--- src/rtl/spi_arb_pkg.sv ---
// Shared definitions for the SPI requester arbiter: sequencer state encoding,
// default CS timing and small elaboration-time helpers.
package spi_arb_pkg;

  typedef enum logic [2:0] {
    ST_IDLE    = 3'd0,
    ST_SETUP   = 3'd1,
    ST_START   = 3'd2,
    ST_WAIT    = 3'd3,
    ST_HOLD    = 3'd4,
    ST_RELEASE = 3'd5
  } arb_state_t;

  localparam int DEF_CS_SETUP = 2;
  localparam int DEF_CS_HOLD  = 2;
  localparam int DEF_TIMEOUT  = 1023;

  function automatic int max_int(input int a, input int b);
    return (a > b) ? a : b;
  endfunction

endpackage

--- src/rtl/spi_req_arbiter_rr_pick.sv ---
// Combinational round-robin selector: first set request bit scanning upward
// from the requester after the one served last, wrapping modulo N_REQ.
module rr_pick
  import spi_arb_pkg::*;
#(
  parameter int N_REQ = 4,
  parameter int IDX_W = $clog2(N_REQ)
) (
  input  logic [N_REQ-1:0] req,
  input  logic [IDX_W-1:0] last,
  output logic [IDX_W-1:0] idx,
  output logic             any
);

  always_comb begin
    int               cand;
    logic [IDX_W-1:0] cand_idx;
    idx      = '0;
    any      = 1'b0;
    cand     = 0;
    cand_idx = '0;
    // k = N_REQ wraps back onto last itself, so a lone requester is re-served
    for (int k = 1; k <= N_REQ; k++) begin
      cand     = (int'(last) + k) % N_REQ;
      cand_idx = IDX_W'(cand);
      if (!any && req[cand_idx]) begin
        any = 1'b1;
        idx = cand_idx;
      end
    end
  end

endmodule

--- src/rtl/spi_req_arbiter.sv ---
// Round-robin arbiter and transaction sequencer sharing one SPI master core
// among N_REQ requesters; owns chip selects and CS setup/hold timing.
module spi_req_arbiter
  import spi_arb_pkg::*;
#(
  parameter int N_REQ    = 4,
  parameter int DATA_W   = 8,
  parameter int CS_SETUP = DEF_CS_SETUP,
  parameter int CS_HOLD  = DEF_CS_HOLD,
  parameter int TIMEOUT  = DEF_TIMEOUT
) (
  input  logic                    sys_clk,
  input  logic                    rstn,
  input  logic [N_REQ-1:0]        req,
  input  logic [N_REQ*DATA_W-1:0] tx_data,
  output logic [N_REQ-1:0]        gnt,
  output logic [N_REQ-1:0]        done,
  output logic                    err,
  output logic [DATA_W-1:0]       rx_data,
  output logic                    busy,
  output logic [N_REQ-1:0]        cs_n,
  output logic                    m_start,
  output logic [DATA_W-1:0]       m_tx_data,
  input  logic                    m_busy,
  input  logic                    m_done,
  input  logic [DATA_W-1:0]       m_rx_data
);

  localparam int IDX_W = $clog2(N_REQ);
  localparam int CNT_W = $clog2(max_int(CS_SETUP, CS_HOLD) + 1);
  localparam int TMR_W = $clog2(TIMEOUT + 1);

  localparam logic [CNT_W-1:0] SETUP_LAST = CNT_W'(CS_SETUP - 1);
  localparam logic [CNT_W-1:0] HOLD_LAST  = CNT_W'(CS_HOLD - 1);
  localparam logic [TMR_W-1:0] TMR_LAST   = TMR_W'(TIMEOUT - 1);

  arb_state_t        state;
  logic [IDX_W-1:0]  idx;
  logic [IDX_W-1:0]  last;
  logic [IDX_W-1:0]  pick_idx;
  logic              pick_any;
  logic [N_REQ-1:0]  pick_oh;
  logic [N_REQ-1:0]  idx_oh;
  logic [CNT_W-1:0]  cnt;
  logic [TMR_W-1:0]  tmr;
  logic              abort;
  logic [DATA_W-1:0] tx_word [N_REQ];

  for (genvar i = 0; i < N_REQ; i++) begin : g_tx_word
    assign tx_word[i] = tx_data[i*DATA_W +: DATA_W];
  end

  rr_pick #(
    .N_REQ (N_REQ),
    .IDX_W (IDX_W)
  ) u_rr_pick (
    .req  (req),
    .last (last),
    .idx  (pick_idx),
    .any  (pick_any)
  );

  assign pick_oh = N_REQ'(1) << pick_idx;
  assign idx_oh  = N_REQ'(1) << idx;

  // m_start must react to m_busy in the same cycle, so it is decoded from state
  assign m_start = (state == ST_START) && !m_busy;
  assign busy    = (state != ST_IDLE);

  always_ff @(posedge sys_clk or negedge rstn) begin
    if (!rstn) begin
      state     <= ST_IDLE;
      idx       <= '0;
      last      <= IDX_W'(N_REQ - 1);
      cnt       <= '0;
      tmr       <= '0;
      abort     <= 1'b0;
      gnt       <= '0;
      cs_n      <= '1;
      done      <= '0;
      err       <= 1'b0;
      rx_data   <= '0;
      m_tx_data <= '0;
    end else begin
      done <= '0;
      err  <= 1'b0;
      case (state)
        ST_IDLE: begin
          if (pick_any) begin
            idx       <= pick_idx;
            m_tx_data <= tx_word[pick_idx];
            gnt       <= pick_oh;
            cs_n      <= ~pick_oh;
            cnt       <= '0;
            state     <= ST_SETUP;
          end
        end
        ST_SETUP: begin
          if (cnt == SETUP_LAST) begin
            cnt   <= '0;
            state <= ST_START;
          end else begin
            cnt <= cnt + 1'b1;
          end
        end
        ST_START: begin
          if (!m_busy) begin
            tmr   <= '0;
            state <= ST_WAIT;
          end
        end
        ST_WAIT: begin
          // a completion arriving on the expiry cycle still counts as success
          if (m_done) begin
            rx_data <= m_rx_data;
            cnt     <= '0;
            state   <= ST_HOLD;
          end else if (tmr == TMR_LAST) begin
            abort <= 1'b1;
            cnt   <= '0;
            state <= ST_HOLD;
          end else begin
            tmr <= tmr + 1'b1;
          end
        end
        ST_HOLD: begin
          if (cnt == HOLD_LAST) begin
            gnt   <= '0;
            cs_n  <= '1;
            done  <= idx_oh;
            err   <= abort;
            state <= ST_RELEASE;
          end else begin
            cnt <= cnt + 1'b1;
          end
        end
        ST_RELEASE: begin
          last  <= idx;
          abort <= 1'b0;
          state <= ST_IDLE;
        end
        default: begin
          gnt   <= '0;
          cs_n  <= '1;
          abort <= 1'b0;
          state <= ST_IDLE;
        end
      endcase
    end
  end

endmodule

--- config.mk ---
export PLATFORM = sky130hd
export DESIGN_NAME = spi_req_arbiter
export DESIGN_NICKNAME = d
export VERILOG_FILES = /design/src/rtl/spi_arb_pkg.sv /design/src/rtl/spi_req_arbiter_rr_pick.sv /design/src/rtl/spi_req_arbiter.sv
export SDC_FILE = /design/constraint.sdc
export NUM_CORES = 1
export LEC_CHECK = 0
export ABC_AREA = 0
export CORE_ASPECT_RATIO = 0.6
export CORE_MARGIN = 2
export CORE_UTILIZATION = 45
export DETAILED_ROUTE_END_ITERATION = 16
export GPL_TIMING_DRIVEN = 0
export PLACE_DENSITY = 0.78
export SYNTH_ARGS = -nofsm -noshare
export SYNTH_HDL_FRONTEND = slang
export SYNTH_HIERARCHICAL = 1
export SYNTH_SLANG_ARGS = --single-unit
--- constraint.sdc ---
create_clock -name sys_clk -period 3.2 [get_ports sys_clk]
set_input_delay 0.64 -clock sys_clk [delete_from_list [all_inputs] [get_ports sys_clk]]
set_output_delay 0.64 -clock sys_clk [all_outputs]
set_load 0.02 [all_outputs]
==> reports/summary.txt, run 1 <==
Status - completed
Grt met2 use - 29.4%
Fin crit share - 92.2%
Share of post-route cells with drive strength above 1 - 14.8%
Placer Congestion - 0.827
IR drop worst, VDD - 0.542 mV
CTS resizes - 0
Std-Cell Rows - 21
Worst R2R Path Depth - 6
Total GRT Usage - 20.5%
Final WL - 5.85 mm
CP Max Fanout - 10
WHS - 278 ps
Seq pwr share - 35.1%
Relative slew slack - 59.1%
Final count of negative-setup-slack endpoints - 0
Most frequent cells in the layout - 77 x clkdlybuf4s50_1, 43 x dfrtp_1, 40 x nand2_1
Switching share of power - 39.4%
Htree depth - 2
Worst Hold Class - primary input to async pin
Post-route ant nets - 0
Latest clock arrival within the worst-skew pair - 300 ps
Post-CTS setup repair buffer count - 0
Largest net degree at the start of global routing - 32
Clock Path Buffers - 2
Worst reg2reg path endpoint - m_tx_data[1]$_DFFE_PN0P_
Unique masters post-synth - 49
Pre-antenna DRT Iters - 4
WP data arrival - 2310 ps
CTS tree - yes
Netlist area before placement - 2540 um^2
Initial Util - 46.1%
Req. time, crit path - 2560 ps
Syn nets - 290
Ant. Diodes - 0
Initial DRC count - 99
Max Freq - 339 MHz
Most Used Layer, Global Route - met1
Yosys Warn Count - 6
GR Layer Usage met3 - 5.07%
Sequential area share after synthesis - 48.5%
Commonest non-fill, non-tap cell in the layout - clkdlybuf4s50_1
Vias post-DR - 2107
Total of max-cap violations - 0
Worst setup EP type - primary output
# DRC - 0
Cts bufs inserted - 5
Number of nets in the layout - 376
Clock sink count - 49
Final min period - 2950 ps
Slew Viols, Final - 0
Avg Synthesized Cell Area - 10.7 um^2
CTS root buf - clkbuf_8
LEAKAGE - 0.00152 uW
Crit path kind - primary input to primary output
Pwr Density - 828 nW/um^2
First-pass GRT wire length - 10.3 mm
Reg-to-reg slack, setup - 990 ps
Total internal power - 1770 uW
IO Port Bufs - 78
Cts-stage hold buffer count - 0
Die Span X - 101 um
Area Overhead vs Synth - 38.4%
# IOs - 79
Initial antenna violation count - 0
Wire per inst - 14.8 um
Core area - 5520 um^2
Final hold vios - 0
Crit start category - primary input
Clock Skews - 9.96 ps
Worst R2R Start - last[1]$_DFFE_PN1N_
RSZ-0062 raised after global routing - no
Sw power - 1150 uW
Placed wire-length estimate - 4.44 mm
Critical Path Start - m_busy
Via/cell ratio - 5.35
Combinational power share - 51.9%
Actual slew at the worst max-slew pin - 608 ps
Clk pwr share - 12.9%
Synthesized flop and latch total - 49
Grt met1 use - 31.3%
DIE AREA - 6280 um^2
DIE HEIGHT - 62.2 um
Cells after Synth - 238
Clock transition at the registers of the reported paths - 80 ps
Vias in the first global route - 2110
Grt total ovfl - 0
Final setup TNS - 0 ps
==> cell families after synthesis <==
group,count (synthesis),share of synthesized area [%]
muxes,22,13.7
AOI/OAI and AO/OA,44,11.7
and+or+nand+nor,98,20.2
buffers and inverters,20,3.50
xor gates and xnor gates,1,0.345
adders and majority gates,4,1.97
DFF,49,48.5
==> synth_stat cells, drive strengths merged <==
| cell | n | area, um^2 |
|---|---|---|
| a211oi | 1 | 7.51 |
| a21oi | 10 | 53.8 |
| a22o | 3 | 26.3 |
| a2bb2oi | 2 | 17.5 |
| a31oi | 4 | 25.0 |
| and2 | 3 | 18.8 |
| and2b | 2 | 15.0 |
| and3 | 5 | 31.3 |
| and3b | 1 | 8.76 |
| buf | 6 | 36.3 |
| clkbuf | 4 | 15.0 |
| dfrtp | 43 | 1080 |
| dfstp | 6 | 158 |
| ha | 4 | 50.1 |
| inv | 10 | 37.5 |
| mux2 | 12 | 135 |
| mux2i | 2 | 32.5 |
| mux4 | 8 | 180 |
| nand2 | 40 | 150 |
| nand2b | 5 | 31.3 |
| nand3 | 7 | 35.0 |
| nand3b | 1 | 7.51 |
| nand4 | 3 | 40.0 |
| nor2 | 12 | 45.0 |
| nor2b | 4 | 25.0 |
| nor3 | 4 | 20.0 |
| nor3b | 4 | 30.0 |
| nor4 | 1 | 12.5 |
| o211ai | 1 | 7.51 |
| o21a | 1 | 7.51 |
| o21ai | 13 | 65.1 |
| o221ai | 1 | 15.0 |
| o22a | 1 | 8.76 |
| o2bb2ai | 1 | 8.76 |
| o311ai | 1 | 16.3 |
| o31a | 1 | 8.76 |
| o31ai | 4 | 30.0 |
| or2 | 1 | 6.26 |
| or3 | 1 | 6.26 |
| or3b | 1 | 8.76 |
| or4 | 3 | 22.5 |
| xor2 | 1 | 8.76 |
==> power groups by stage <==
stage	combinational [uW]	clock (uW)	sequential [uW]
global route	1660	413	1060
CTS	1530	385	1020
finish	1510	377	1020
detailed placement	1510	0	1030
global placement	1480	0	1020
floorplan	774	0	1180
==> critical path: stages <==
cell and delay (ps):
clkdlybuf4s50_1 490, nor3b_1 270, buf_2 270, clkdlybuf4s50_1 630
==> through the flow <==
step | setup WS [ps] | utilization [%] | std cells | power, uW | cell area [um^2]
2_1_floorplan | 1110 | - | 238 | 1960 | 2540
3_3_place_gp | 112 | 61.8 | 385 | 2500 | 3410
3_5_place_dp | 232 | 62.0 | 386 | 2550 | 3420
4_1_cts | 226 | 63.7 | 394 | 2940 | 3520
5_1_grt | 125 | 63.7 | 394 | 3130 | 3520
6_report | 251 | 63.7 | 394 | 2910 | 3520
==> final cells by class <==
| type | count | area [um^2] |
|---|---|---|
| buffer | 10 | 51.3 |
| clock buffer | 7 | 86.3 |
| clock inverter | 1 | 7.51 |
| fill | 465 | 2000 |
| inverter | 10 | 37.5 |
| multi-input combinational | 169 | 1220 |
| sequential | 49 | 1230 |
| tap | 69 | 86.3 |
| timing repair buffer | 79 | 796 |
==> registers in the layout, summed over array words and instances, names as in the netlist <==
register / cells
state: 3
err: 1
rx_data: 8
cnt: 2
last: 2
cs_n: 4
idx: 2
tmr: 10
abort: 1
done: 4
gnt: 4
m_tx_data: 8
==> worst max path at each step <==
stage | end | slack (ps)
finish | m_start | 250
CTS | m_start | 230
detailed placement | m_start | 230
global route | m_start | 130
floorplan | m_tx_data[0]$_DFFE_PN0P_ | 1110
global placement | done[1]$_DFF_PN0_ | 110
==> routing by layer <==
layer	wire length (um)	share of wire [%]
met5	0	0
met4	31	0.53
met3	362	6.2
met2	2560	44
met1	2890	49
Note: power is estimated with default switching activity, not from simulation.
==> run 2, diff against run 1 <==
--- a/config.mk
+++ b/config.mk
@@ -12,6 +12,8 @@
 export DETAILED_ROUTE_END_ITERATION = 16
 export GPL_TIMING_DRIVEN = 0
 export PLACE_DENSITY = 0.78
+export SKIP_CTS_REPAIR_TIMING = 1
+export SLEW_MARGIN = 20
 export SYNTH_ARGS = -nofsm -noshare
 export SYNTH_HDL_FRONTEND = slang
 export SYNTH_HIERARCHICAL = 1
==> results of run 2 <==
Final layout, timing and power as in run 1 (identical DEF).
==> run 3, diff against run 2 <==
--- a/config.mk
+++ b/config.mk
@@ -7,11 +7,11 @@
 export LEC_CHECK = 0
 export ABC_AREA = 0
 export CORE_ASPECT_RATIO = 0.6
-export CORE_MARGIN = 2
 export CORE_UTILIZATION = 45
 export DETAILED_ROUTE_END_ITERATION = 16
 export GPL_TIMING_DRIVEN = 0
 export PLACE_DENSITY = 0.78
+export SETUP_SLACK_MARGIN = 0.05
 export SKIP_CTS_REPAIR_TIMING = 1
 export SLEW_MARGIN = 20
 export SYNTH_ARGS = -nofsm -noshare
==> run 3 against run 2 <==
Effect of this change: first-iteration DRC count decreased by 27%; sequential share of layout area is 0.14 points higher; clock skew decreased by 5.2 ps; count of clock-buffer cells in the layout unchanged; cell count down 0.76%; die area is 5.1% lower; worst hold slack is essentially flat; critical path type unchanged; largest power group unchanged.
==> reports/summary.txt, run 3 (same netlist as run 1, synthesis figures left out) <==
Cts bufs inserted - 5 (unchanged)
Total GRT Usage - 20.7% (+0.16 points)
Slew Viols, Final - 0 (unchanged)
Final min period - 2980 ps (+34.6 ps)
CP Max Fanout - 10 (unchanged)
First-pass GRT wire length - 9.35 mm (-9.2%)
Final hold vios - 0 (unchanged)
Req. time, crit path - 2560 ps (about the same)
Pre-antenna DRT Iters - 4 (unchanged)
Total of max-cap violations - 0 (unchanged)
Cell Count, Final, Fillers Out - 391 (-0.76%)
Share of post-route cells with drive strength above 1 - 14.5% (-0.31 points)
Worst R2R Start - last[1]$_DFFE_PN1N_
Clock sink count - 49 (unchanged)
# IOs - 79 (unchanged)
Critical Path Start - m_busy
Htree depth - 2 (unchanged)
Reg with most FFs - tmr
Placer Congestion - 0.779 (-5.7%)
Max Freq - 335 MHz (-1.2%)
Status - completed
Latest clock arrival within the worst-skew pair - 290 ps (about the same)
Fin crit share - 93.2% (+1.1 points)
Ant. Diodes - 0 (unchanged)
DIE HEIGHT - 60.2 um (-3.2%)
Initial Util - 48.4% (+2.3 points)
Clock Path Buffers - 2 (unchanged)
DIE AREA - 5960 um^2 (-5.1%)
Initial DRC count - 72 (-27%)
Wire per inst - 14.4 um (-2.7%)
Clock Skews - 4.75 ps (-5.21 ps)
Wire length on met3 - 289 um (-20%)
Worst setup EP type - primary output
Std-Cell Rows - 20 (-4.8%)
# DRC - 0 (unchanged)
Uppermost layer routed - met4
Vias in the first global route - 1915 (-9.2%)
Largest net degree at the start of global routing - 32 (unchanged)
Cells after DPL - 383 (-0.78%)
Reg-to-reg slack, setup - 1010 ps (+20 ps)
Largest regs - tmr (10), m_tx_data (8), rx_data (8)
Commonest non-fill, non-tap cell in the layout - clkdlybuf4s50_1
Final setup TNS - 0 ps (unchanged)
Die Span X - 99.0 um (-2.0%)
Relative slew slack - 55.9% (-3.2 points)
Placed wire-length estimate - 4.40 mm (-0.86%)
IR drop worst, VDD - 0.574 mV (+5.9%)
Post-route ant nets - 0 (unchanged)
Core area - 5260 um^2 (-4.8%)
CTS tree - yes
Crit start category - primary input
Vias post-DR - 2079 (-1.3%)
RSZ-0062 raised after global routing - no
Met2 WL - 2.29 mm (-11%)
Via/cell ratio - 5.32 (-0.57%)
Crit path kind - primary input to primary output
Total power - 2880 uW (-1.2%)
Cell Area, Placed - 3420 um^2 (-0.11%)
Number of nets in the layout - 376 (unchanged)
Most frequent cells in the layout - 77 x clkdlybuf4s50_1, 43 x dfrtp_1, 40 x nand2_1
Worst R2R Path Depth - 6 (unchanged)
Final WL - 5.65 mm (-3.4%)
Pwr Density - 821 nW/um^2 (-0.80%)
LEAKAGE - 0.00151 uW (-0.39%)
Clock transition at the registers of the reported paths - 80 ps (about the same)
Area Overhead vs Synth - 37.9%
Actual slew at the worst max-slew pin - 656 ps (+47.8 ps)
Final count of negative-setup-slack endpoints - 0 (unchanged)
Final Instance Area - 3500 um^2 (-0.39%)
DRT met1 WL - 3.02 mm (+4.4%)
Worst Hold Class - primary input to async pin
IO Port Bufs - 78 (unchanged)
Flip-flop count of the largest register after layout - 10 (unchanged)
Worst reg2reg path endpoint - m_tx_data[1]$_DFFE_PN0P_
WP data arrival - 2340 ps (+30 ps)
Grt total ovfl - 0 (unchanged)
Initial antenna violation count - 0 (unchanged)
CTS root buf - clkbuf_8
## run 3: cell counts in the layout (fill, tap and decap cells not counted)
Identical to the previous run, type by type.
## run 3: power breakdown
| part | switching, uW | leakage (uW) | internal (uW) |
|---|---|---|---|
| Combinational | 781 | 0.000856 | 730 |
| Clock | 196 | 0.0000385 | 155 |
| Sequential | 156 | 0.000620 | 860 |
| Total | 1130 | 0.00151 | 1740 |
## run 3: cell type report
type	count	area, um^2
Fill cell	424	1750
Sequential cell	49	1230
Multi-Input combinational cell	169	1220
Timing Repair Buffer	79	796
Tap cell	66	82.6
Clock buffer	7	76.3
Buffer	10	51.3
Inverter	10	37.5
Clock inverter	1	7.51
## run 3: routing by layer
metal	vias up	track usage, %
met3	5	5.03
met1	995	31.9
met2	61	28.4
li1	1018	-
met4	0	5.76
met5	-	0
## run 3: critical path: stages
cell             delay [ps]
clkdlybuf4s50_1         480
nor3b_1                 300
buf_2                   280
clkdlybuf4s50_1         640
## run 3: stage by stage
| stage | util, % | hold WS [ps] | worst slack (ps) |
|---|---|---|---|
| global placement | 64.8 | 458 | 117 |
| CTS | 66.7 | 280 | 198 |
| global route | 66.7 | 296 | 162 |
| detailed placement | 65.1 | 462 | 200 |
| floorplan | - | 344 | 1110 |
| finish | 66.7 | 278 | 216 |
## run 3: worst max-delay path by stage
| stage | end | slack [ps] | cells past startpoint |
|---|---|---|---|
| floorplan | m_tx_data[0]$_DFFE_PN0P_ | 1110 | 7 |
| finish | m_start | 220 | 4 |
| detailed placement | m_start | 200 | 4 |
| global placement | done[1]$_DFF_PN0_ | 120 | 1 |
| global route | m_start | 160 | 4 |
| CTS | m_start | 200 | 4 |
